[src/rtl/pc_redirect_unit_pkg.sv]
// Shared types and constants for the PC / fetch-redirect stage.
package pc_redirect_unit_pkg;

  typedef enum logic [1:0] {PR_IDLE, PR_RUN, PR_HOLD, PR_FLUSH} pr_state_t;

  localparam int unsigned INSTR_BYTES = 4;

endpackage

[src/rtl/pc_redirect_unit_if.sv]
// Fetch request handshake between the PC stage (master) and instruction memory (slave).
interface pc_redirect_unit_if #(
  parameter int unsigned AW = 32
);
  logic          fetch_valid;
  logic          fetch_ready;
  logic [AW-1:0] pc;

  modport master (output fetch_valid, output pc, input fetch_ready);
  modport slave  (input fetch_valid, input pc, output fetch_ready);
endinterface

[src/rtl/pc_redirect_unit_flush_counter.sv]
// Down-counter of remaining wrong-path slots after a redirect; load wins over decrement.
module pc_redirect_unit_flush_counter #(
  parameter int unsigned FlushCycles = 2,
  localparam int unsigned CntW = $clog2(FlushCycles + 1)
) (
  input  logic clk,
  input  logic rst_n,
  input  logic load_i,
  input  logic dec_i,
  output logic zero_o
);
  localparam logic [CntW-1:0] LoadVal = CntW'(FlushCycles - 1);

  logic [CntW-1:0] cnt_q, cnt_d;

  always_comb begin
    cnt_d = cnt_q;
    if (load_i) begin
      cnt_d = LoadVal;
    end else if (dec_i && (cnt_q != '0)) begin
      cnt_d = cnt_q - CntW'(1);
    end
  end

  always_ff @(posedge clk or negedge rst_n) begin
    if (!rst_n) begin
      cnt_q <= '0;
    end else begin
      cnt_q <= cnt_d;
    end
  end

  assign zero_o = (cnt_q == '0);
endmodule

[src/rtl/pc_redirect_unit.sv]
// PC holder and fetch-redirect FSM; squashes wrong-path slots after taken jumps.
// Optional PC_REDIRECT_STATS_EN adds saturating taken_count / flush_count outputs.
module pc_redirect_unit
  import pc_redirect_unit_pkg::*;
#(
  parameter int unsigned   AW           = 32,
  parameter logic [AW-1:0] RESET_PC     = '0,
  parameter int unsigned   FLUSH_CYCLES = 2
) (
  input  logic               clk,
  input  logic               rst_n,
  pc_redirect_unit_if.master fetch_if,
  input  logic               stall,
  input  logic               jump_uncond,
  input  logic               jump_cond_true,
  input  logic [AW-1:0]      jump_target,
  output logic               flush_if_id,
  output logic               flush_id_ex,
  output logic               redirect_busy
`ifdef PC_REDIRECT_STATS_EN
  ,
  output logic [31:0]        taken_count,
  output logic [31:0]        flush_count
`endif
);
  localparam logic [AW-1:0] PcStep    = AW'(INSTR_BYTES);
  localparam logic [AW-1:0] AlignMask = ~AW'(INSTR_BYTES - 1);

  pr_state_t     state_q, state_d;
  logic [AW-1:0] pc_q, pc_d;
  logic          valid_q, valid_d;
  logic          req_valid, req_done;
  logic          accept;
  logic          cnt_load, cnt_dec, cnt_zero;

  // Jumps are ignored in IDLE: nothing has been fetched yet, so there is no wrong path.
  assign accept   = (jump_uncond | jump_cond_true) & (state_q != PR_IDLE);
  assign req_done = req_valid & fetch_if.fetch_ready;

  pc_redirect_unit_flush_counter #(
    .FlushCycles (FLUSH_CYCLES)
  ) u_flush_counter (
    .clk    (clk),
    .rst_n  (rst_n),
    .load_i (cnt_load),
    .dec_i  (cnt_dec),
    .zero_o (cnt_zero)
  );

  always_ff @(posedge clk or negedge rst_n) begin
    if (!rst_n) begin
      state_q <= PR_IDLE;
      pc_q    <= RESET_PC;
      valid_q <= 1'b0;
    end else begin
      state_q <= state_d;
      pc_q    <= pc_d;
      valid_q <= valid_d;
    end
  end

  always_comb begin
    state_d  = state_q;
    pc_d     = pc_q;
    valid_d  = valid_q;
    cnt_load = 1'b0;
    cnt_dec  = 1'b0;
    if (state_q == PR_IDLE) begin
      valid_d = 1'b1;
      state_d = PR_RUN;
    end else if (accept) begin
      pc_d     = jump_target & AlignMask;
      valid_d  = 1'b1;
      cnt_load = 1'b1;
      state_d  = fetch_if.fetch_ready ? PR_FLUSH : PR_HOLD;
    end else begin
      if (req_done) begin
        pc_d = pc_q + PcStep;
      end
      case (state_q)
        PR_HOLD: begin
          if (req_done) state_d = PR_FLUSH;
        end
        PR_FLUSH: begin
          cnt_dec = req_done;
          if (cnt_zero) state_d = PR_RUN;
        end
        default: ;
      endcase
    end
  end

  always_comb begin
    req_valid     = valid_q;
    flush_if_id   = 1'b0;
    flush_id_ex   = 1'b0;
    redirect_busy = (state_q == PR_HOLD) || (state_q == PR_FLUSH);
    // A decode stall withdraws the sequential request; the PC is simply held.
    if ((state_q == PR_RUN) && stall) begin
      req_valid = 1'b0;
    end
    if (accept) begin
      flush_if_id = 1'b1;
      flush_id_ex = 1'b1;
    end else if ((state_q == PR_FLUSH) && !cnt_zero) begin
      flush_if_id = 1'b1;
    end
  end

  assign fetch_if.fetch_valid = req_valid;
  assign fetch_if.pc          = pc_q;

`ifdef PC_REDIRECT_STATS_EN
  logic [31:0] taken_cnt_q, flush_cnt_q;

  always_ff @(posedge clk or negedge rst_n) begin
    if (!rst_n) begin
      taken_cnt_q <= '0;
      flush_cnt_q <= '0;
    end else begin
      if (accept && (taken_cnt_q != '1)) taken_cnt_q <= taken_cnt_q + 32'd1;
      if (flush_if_id && (flush_cnt_q != '1)) flush_cnt_q <= flush_cnt_q + 32'd1;
    end
  end

  assign taken_count = taken_cnt_q;
  assign flush_count = flush_cnt_q;
`endif
endmodule

[src/flat_wrapper.sv]
// flat-port wrapper written by rule: the top's interface ports become plain ports
module pc_redirect_unit_flat import pc_redirect_unit_pkg::*;
#(
  parameter int unsigned   AW           = 32,
  parameter logic [AW-1:0] RESET_PC     = '0,
  parameter int unsigned   FLUSH_CYCLES = 2
)
  (clk, rst_n, stall, jump_uncond, jump_cond_true, jump_target, flush_if_id, flush_id_ex, redirect_busy, fetch_if_fetch_valid, fetch_if_pc, fetch_if_fetch_ready);
  pc_redirect_unit_if #(.AW(AW)) fetch_if_i ();
  input  logic clk;
  input  logic rst_n;
  input  logic stall;
  input  logic jump_uncond;
  input  logic jump_cond_true;
  input  logic [AW-1:0] jump_target;
  output logic flush_if_id;
  output logic flush_id_ex;
  output logic redirect_busy;
  output wire logic [$bits(fetch_if_i.fetch_valid)-1:0] fetch_if_fetch_valid;
  output wire logic [$bits(fetch_if_i.pc)-1:0] fetch_if_pc;
  input wire logic [$bits(fetch_if_i.fetch_ready)-1:0] fetch_if_fetch_ready;
  assign fetch_if_fetch_valid = fetch_if_i.fetch_valid;
  assign fetch_if_pc = fetch_if_i.pc;
  assign fetch_if_i.fetch_ready = fetch_if_fetch_ready;
  pc_redirect_unit #(.AW(AW), .RESET_PC(RESET_PC), .FLUSH_CYCLES(FLUSH_CYCLES)) u_core (.clk(clk), .rst_n(rst_n), .fetch_if(fetch_if_i), .stall(stall), .jump_uncond(jump_uncond), .jump_cond_true(jump_cond_true), .jump_target(jump_target), .flush_if_id(flush_if_id), .flush_id_ex(flush_id_ex), .redirect_busy(redirect_busy));
endmodule
[config.mk]
export PLATFORM = sky130hd
export DESIGN_NAME = pc_redirect_unit_flat
export DESIGN_NICKNAME = d
export VERILOG_FILES = /design/src/rtl/pc_redirect_unit_pkg.sv /design/src/rtl/pc_redirect_unit_if.sv /design/src/rtl/pc_redirect_unit_flush_counter.sv /design/src/rtl/pc_redirect_unit.sv /design/src/flat_wrapper.sv
export SDC_FILE = /design/constraint.sdc
export NUM_CORES = 1
export LEC_CHECK = 0
export ABC_AREA = 0
export CAP_MARGIN = 20
export CORE_ASPECT_RATIO = 0.8
export CORE_MARGIN = 2
export CORE_UTILIZATION = 49
export DETAILED_ROUTE_END_ITERATION = 10
export GPL_ROUTABILITY_DRIVEN = 0
export GPL_TIMING_DRIVEN = 0
export PLACE_DENSITY = 0.84
export SLEW_MARGIN = 20
export SYNTH_ARGS = -nofsm -noshare
export SYNTH_HDL_FRONTEND = slang
export SYNTH_SLANG_ARGS = --single-unit
[constraint.sdc]
create_clock -name clk -period 5.8 [get_ports clk]
set_clock_uncertainty 0.15 [all_clocks]
set_input_delay 1.45 -clock clk [delete_from_list [all_inputs] [get_ports clk]]
set_output_delay 1.45 -clock clk [all_outputs]
set_load 0.01 [all_outputs]
# --- After elaboration in Yosys (flattened, before gate mapping) ---
# Cells that the tools add are included.
word_totals:
  regBits: 37
  word_cells: 50
op_classes:
  n_addsub: 2
  eq_ne: 5
  muxes: 20
  bitwise_logic: 4
  reduce_logical: 15
op_table:
  columns: ["cell", "n"]
  rows:
  - ["32-bit 2-to-1 mux", 2]
  - ["32-bit by 3-bit adder with 32-bit output, second input constant", 1]
  - ["2-bit 2-to-1 mux", 6]
  - ["1-bit 2-to-1 mux", 11]
  - ["2-bit nonzero test", 5]
  - ["4-bit by 1-bit != test with 1-bit output, second input constant", 2]
  - ["2-bit == test, second input constant", 2]
  - ["2-bit zero test", 2]
  - ["2-bit case mux with 2 select lines", 1]
  - ["4-bit nonzero test", 1]
  - ["1-bit logical AND", 3]
  - ["3-bit AND reduction", 1]
  - ["1-bit bitwise AND", 2]
  - ["2-bit by 1-bit == test with 1-bit output, second input constant", 1]
  - ["2-bit AND reduction", 1]
  - ["2-bit by 1-bit subtractor with 2-bit output, second input constant", 1]
  - ["1-bit zero test", 1]
  - ["1-bit logical OR", 1]
  - ["1-bit inverter", 1]
  - ["1-bit bitwise OR", 1]

# --- Depth between registers and ports, before layout ---
depth:
  word_depth: 10
  depth_mapped: 8
  ltp_nobuf: 6

# --- Modules after synthesis ---
# Synthesis repeated with hierarchy kept, for this count alone.
hier_totals:
  hier_cells: 269
  area_unflattened_um2: 2252.2
by_module_without_submodules:
  columns: ["mod", "n_inst", "cells_per_inst", "area_per_inst_um2", "seq_area_each_um2"]
  rows:
  - ["pc_redirect_unit", 1, 258, 2135.8, 825.8]
  - ["pc_redirect_unit_flush_counter", 1, 11, 116.4, 50.0]

# --- Worst setup path before layout ---
# OpenSTA, ideal clock, no wires.
synth_path:
  kind: "input-to-output"
  from: "input port jump_cond_true"
  to: "output port flush_if_id"
  arrival_ns: 2.579
  t_required_ns: 4.200
  slack_ns: 1.621
  stages: 4
  path_cell_list: "o21ai_0 -> clkbuf_1 -> clkbuf_1 -> o21ai_0"
synth_between:
  elab_chain_len: 3
synth_lines:
  columns: ["item", "line_no", "text"]
  rows:
  - ["start: declaration", "flat_wrapper.sv:14", "input logic jump_cond_true;"]
  - ["1-bit bitwise OR", "pc_redirect_unit.sv:37", "assign accept = (jump_uncond | jump_cond_true) & (state_q != PR_IDLE);"]
  - ["1-bit bitwise AND", "pc_redirect_unit.sv:37", null]
  - ["1-bit 2-to-1 mux", "pc_redirect_unit.sv:102", "if (accept) begin"]
  - ["end: declaration", "flat_wrapper.sv:16", "output logic flush_if_id;"]
# No other way between the ends.

# --- Worst setup path in the final report ---
# Ends and elaborated chain as after synthesis.

==> results_dict.tcl <==
set metrics [dict create \
    syn_avg_cell_area_um2 8.42 \
    netlist_instances 250 \
    drive_above_1_share_pct 5.47 \
    ir_worst_vdd_uv 123 \
    dr.pass1.iters 5 \
    grtUsageTotal_pct 26.5 \
    nets 368 \
    intPower_mw 0.452 \
    pwr-share-seq_pct 46.1 \
    wl_um 6040 \
    die-area_um2 4840 \
    die_w_um 77.3 \
    fmax_mhz 178 \
    grt-ovfl-total 0 \
    crit_fanout 10 \
    diodes 0 \
    netlist_area_um2 2110 \
    io_buffers 69 \
    hold_class "flip-flop to flip-flop" \
    synth_edf_count 0 \
    period_needed_ps 5620 \
    power_density_nw_per_um2 222 \
    power.share.switching_pct 31.6 \
    row_count 21 \
    drc 0 \
    initial_core_util_pct 50.7 \
    grt_pass1_wl_um 10100 \
    p_total_mw 0.661 \
    setup_viol 0 \
    yosys_warnings 0 \
    die_y_um 62.6 \
    coreArea_um2 4150 \
    grt_antenna_before_repair 0 \
    ys_seq_area_share_pct 41.6 \
    cts.sinks 35 \
    muxShareOfSynthArea_pct 0.475 \
    clockBufferDepth 2 \
    rsz0062_at_grt "false" \
    ys_ff_latch 35 \
    syn_to_final_growth_pct 41.3 \
    max_slew_margin_pct 57.8 \
    crit_type "primary input to output pin" \
    worstSkewPairLatency_ps 290 \
    postRouteAntennaNets 0 \
    synth-xor-area-share_pct 6.65 \
    worstPathRequired_ps 4200 \
    dp_hpwl_um 4440 \
    clockPowerShare_pct 26.3 \
    cts_buffers 5 \
    critPathLaunchType "primary input" \
    yosys_most_used_dff "dfrtp_1" \
    synth_compound_area_share_pct 16.1 \
    fin_util_pct 71.7 \
    critPathArrivalTime_ps 4020 \
    wire_per_inst_um 15.6 \
    p_switching_mw 0.209 \
    htree_levels 2 \
    yosys.area_share.simple_pct 29.5 \
    leakagePower_nw 1.13 \
    grt_pass1_vias 2147 \
    maxCapViolCount 0 \
    tightest_slew_ps 626 \
    cts_tree "built" \
    via_per_inst 5.78 \
    path_clk_slew_ps 60 \
    synthArstFlopShare_pct 100 \
    drv_slew 0 \
    drtIter0Drc 187 \
    grt_max_degree 20 \
    finalSetupTns_ps 0 \
    postCtsSetupRepairBufs 0 \
    post_cts_resized 0 \
    power_frac_comb_pct 27.6 \
    hold_viol_final 0 \
    cp-end-kind "output pin" \
    design_area_um2 2980 \
    period_share_pct 96.9 \
    io_pins 74 \
    post_dp_cell_area_um2 2890 \
    holdBufCountCts 0 \
    yosys.area_share.adder_pct 1.19 \
    synth_top_family_by_area "simple AND/OR/NAND/NOR gates" \
    status "finished, final reports clean" \
    vias 2232 \
    cts_root_buffer "clkbuf_8" \
    ys_types 46 \
]
cell families after synthesis:
kind of cell / Yosys count
AO/OA/AOI/OAI: 52
XOR/XNOR: 16
adder cells (fa/ha/maj): 2
buffers and inverters: 20
flip-flops: 35
multiplexers: 1
other: 1
AND/OR/NAND/NOR: 123
power groups by stage:
stage	Combinational [mW]	Clock, mW	Sequential (mW)
floorplan	0.0702	0	0.312
global placement	0.177	0	0.306
detailed placement	0.181	0	0.307
CTS	0.183	0.176	0.303
global route	0.199	0.189	0.309
finish	0.182	0.174	0.304
flip-flops by register name, summed over array words and instances (netlist names):
register                      flops
u_core.fetch_if.pc               30
u_core.u_flush_counter.cnt_q      2
u_core.valid_q                    1
u_core.state_q                    2
layout by cell type (no fill, tap or decap), types with 2 or more instances in the layout:
master	instances
o211ai_1	4
xnor2_1	11
xor2_1	5
nand2_1	47
conb_1	2
clkbuf_1	14
nand3b_1	3
nor3_1	10
dfrtp_1	35
clkbuf_8	5
or4_4	2
and3_1	4
nor2_1	16
nand3_1	10
o21ai_0	19
nand4_1	9
buf_4	2
and2_1	4
a31oi_1	2
a311oi_1	3
and4_1	3
inv_1	4
a21oi_1	7
ha_1	2
o311ai_0	5
nor2b_1	2
or2_2	2
a221o_1	2
nor4_1	6
clkdlybuf4s50_1	68
worst max-delay path: stages:
cell             delay [ps]
clkdlybuf4s50_1         440
o21ai_0                 530
clkbuf_1                460
clkbuf_1                470
o21ai_0                 170
clkdlybuf4s50_1         510
cell usage after synthesis, drive strengths merged, types with 4 or more instances:
library cell,count,share of area (%)
o211ai,4,1.4
inv,4,0.71
xnor2,11,4.6
and4,4,1.7
nor4,6,1.8
nand2,47,8.4
o311ai,5,2.1
xor2,5,2.1
and3,4,1.2
dfrtp,35,42
nand4,10,3.3
nor2,16,2.9
a21oi,7,1.7
o21ai,20,4.8
nand3,10,2.4
nor3,10,2.4
clkbuf,12,2.1
and2,4,1.2
per-layer routing:
| layer | global-route usage [%] | vias up | share of wire (%) |
|---|---|---|---|
| met5 | 0 | - | 0 |
| met4 | 11.8 | 0 | 2.2 |
| met3 | 6.65 | 17 | 9.8 |
| met2 | 40.3 | 114 | 44 |
| met1 | 35.9 | 1043 | 44 |
| li1 | - | 1058 | - |
worst paths after layout:
| kind | from | endpoint | slack (ps) | cells after the start |
|---|---|---|---|---|
| worst max register to register | u_core.state_q[1] | u_core.fetch_if.pc[2] | 2990 | 8 |
| min in group asynchronous | rst_n | u_core.fetch_if.pc[29] | 940 | 1 |
| max in group asynchronous | rst_n | u_core.fetch_if.pc[9] | 4110 | 2 |
| worst min register to register | u_core.u_flush_counter.cnt_q[0] | u_core.u_flush_counter.cnt_q[0] | 370 | 2 |
| worst min-delay path | u_core.u_flush_counter.cnt_q[0] | u_core.u_flush_counter.cnt_q[0] | 370 | 2 |
| worst max-delay path | jump_cond_true | flush_if_id | 180 | 6 |
through the flow:
step                hold WS [ps]  std cells  setup slack [ps]
floorplan                    312        251              1620
global route                 411        386             0.786
CTS                          373        386               172
global placement             337        377               194
detailed placement           354        378               189
finish                       371        386               179
layout make-up:
cell class,count,area (um2)
buffer,15,71.3
multi-input combinational,196,1140
fill,336,1180
clock buffer,7,76.3
clock inverter,1,5.00
timing repair buffer,70,713
sequential,35,876
tap,57,71.3
inverter,5,18.8
(Power assumes the default switching activity.)
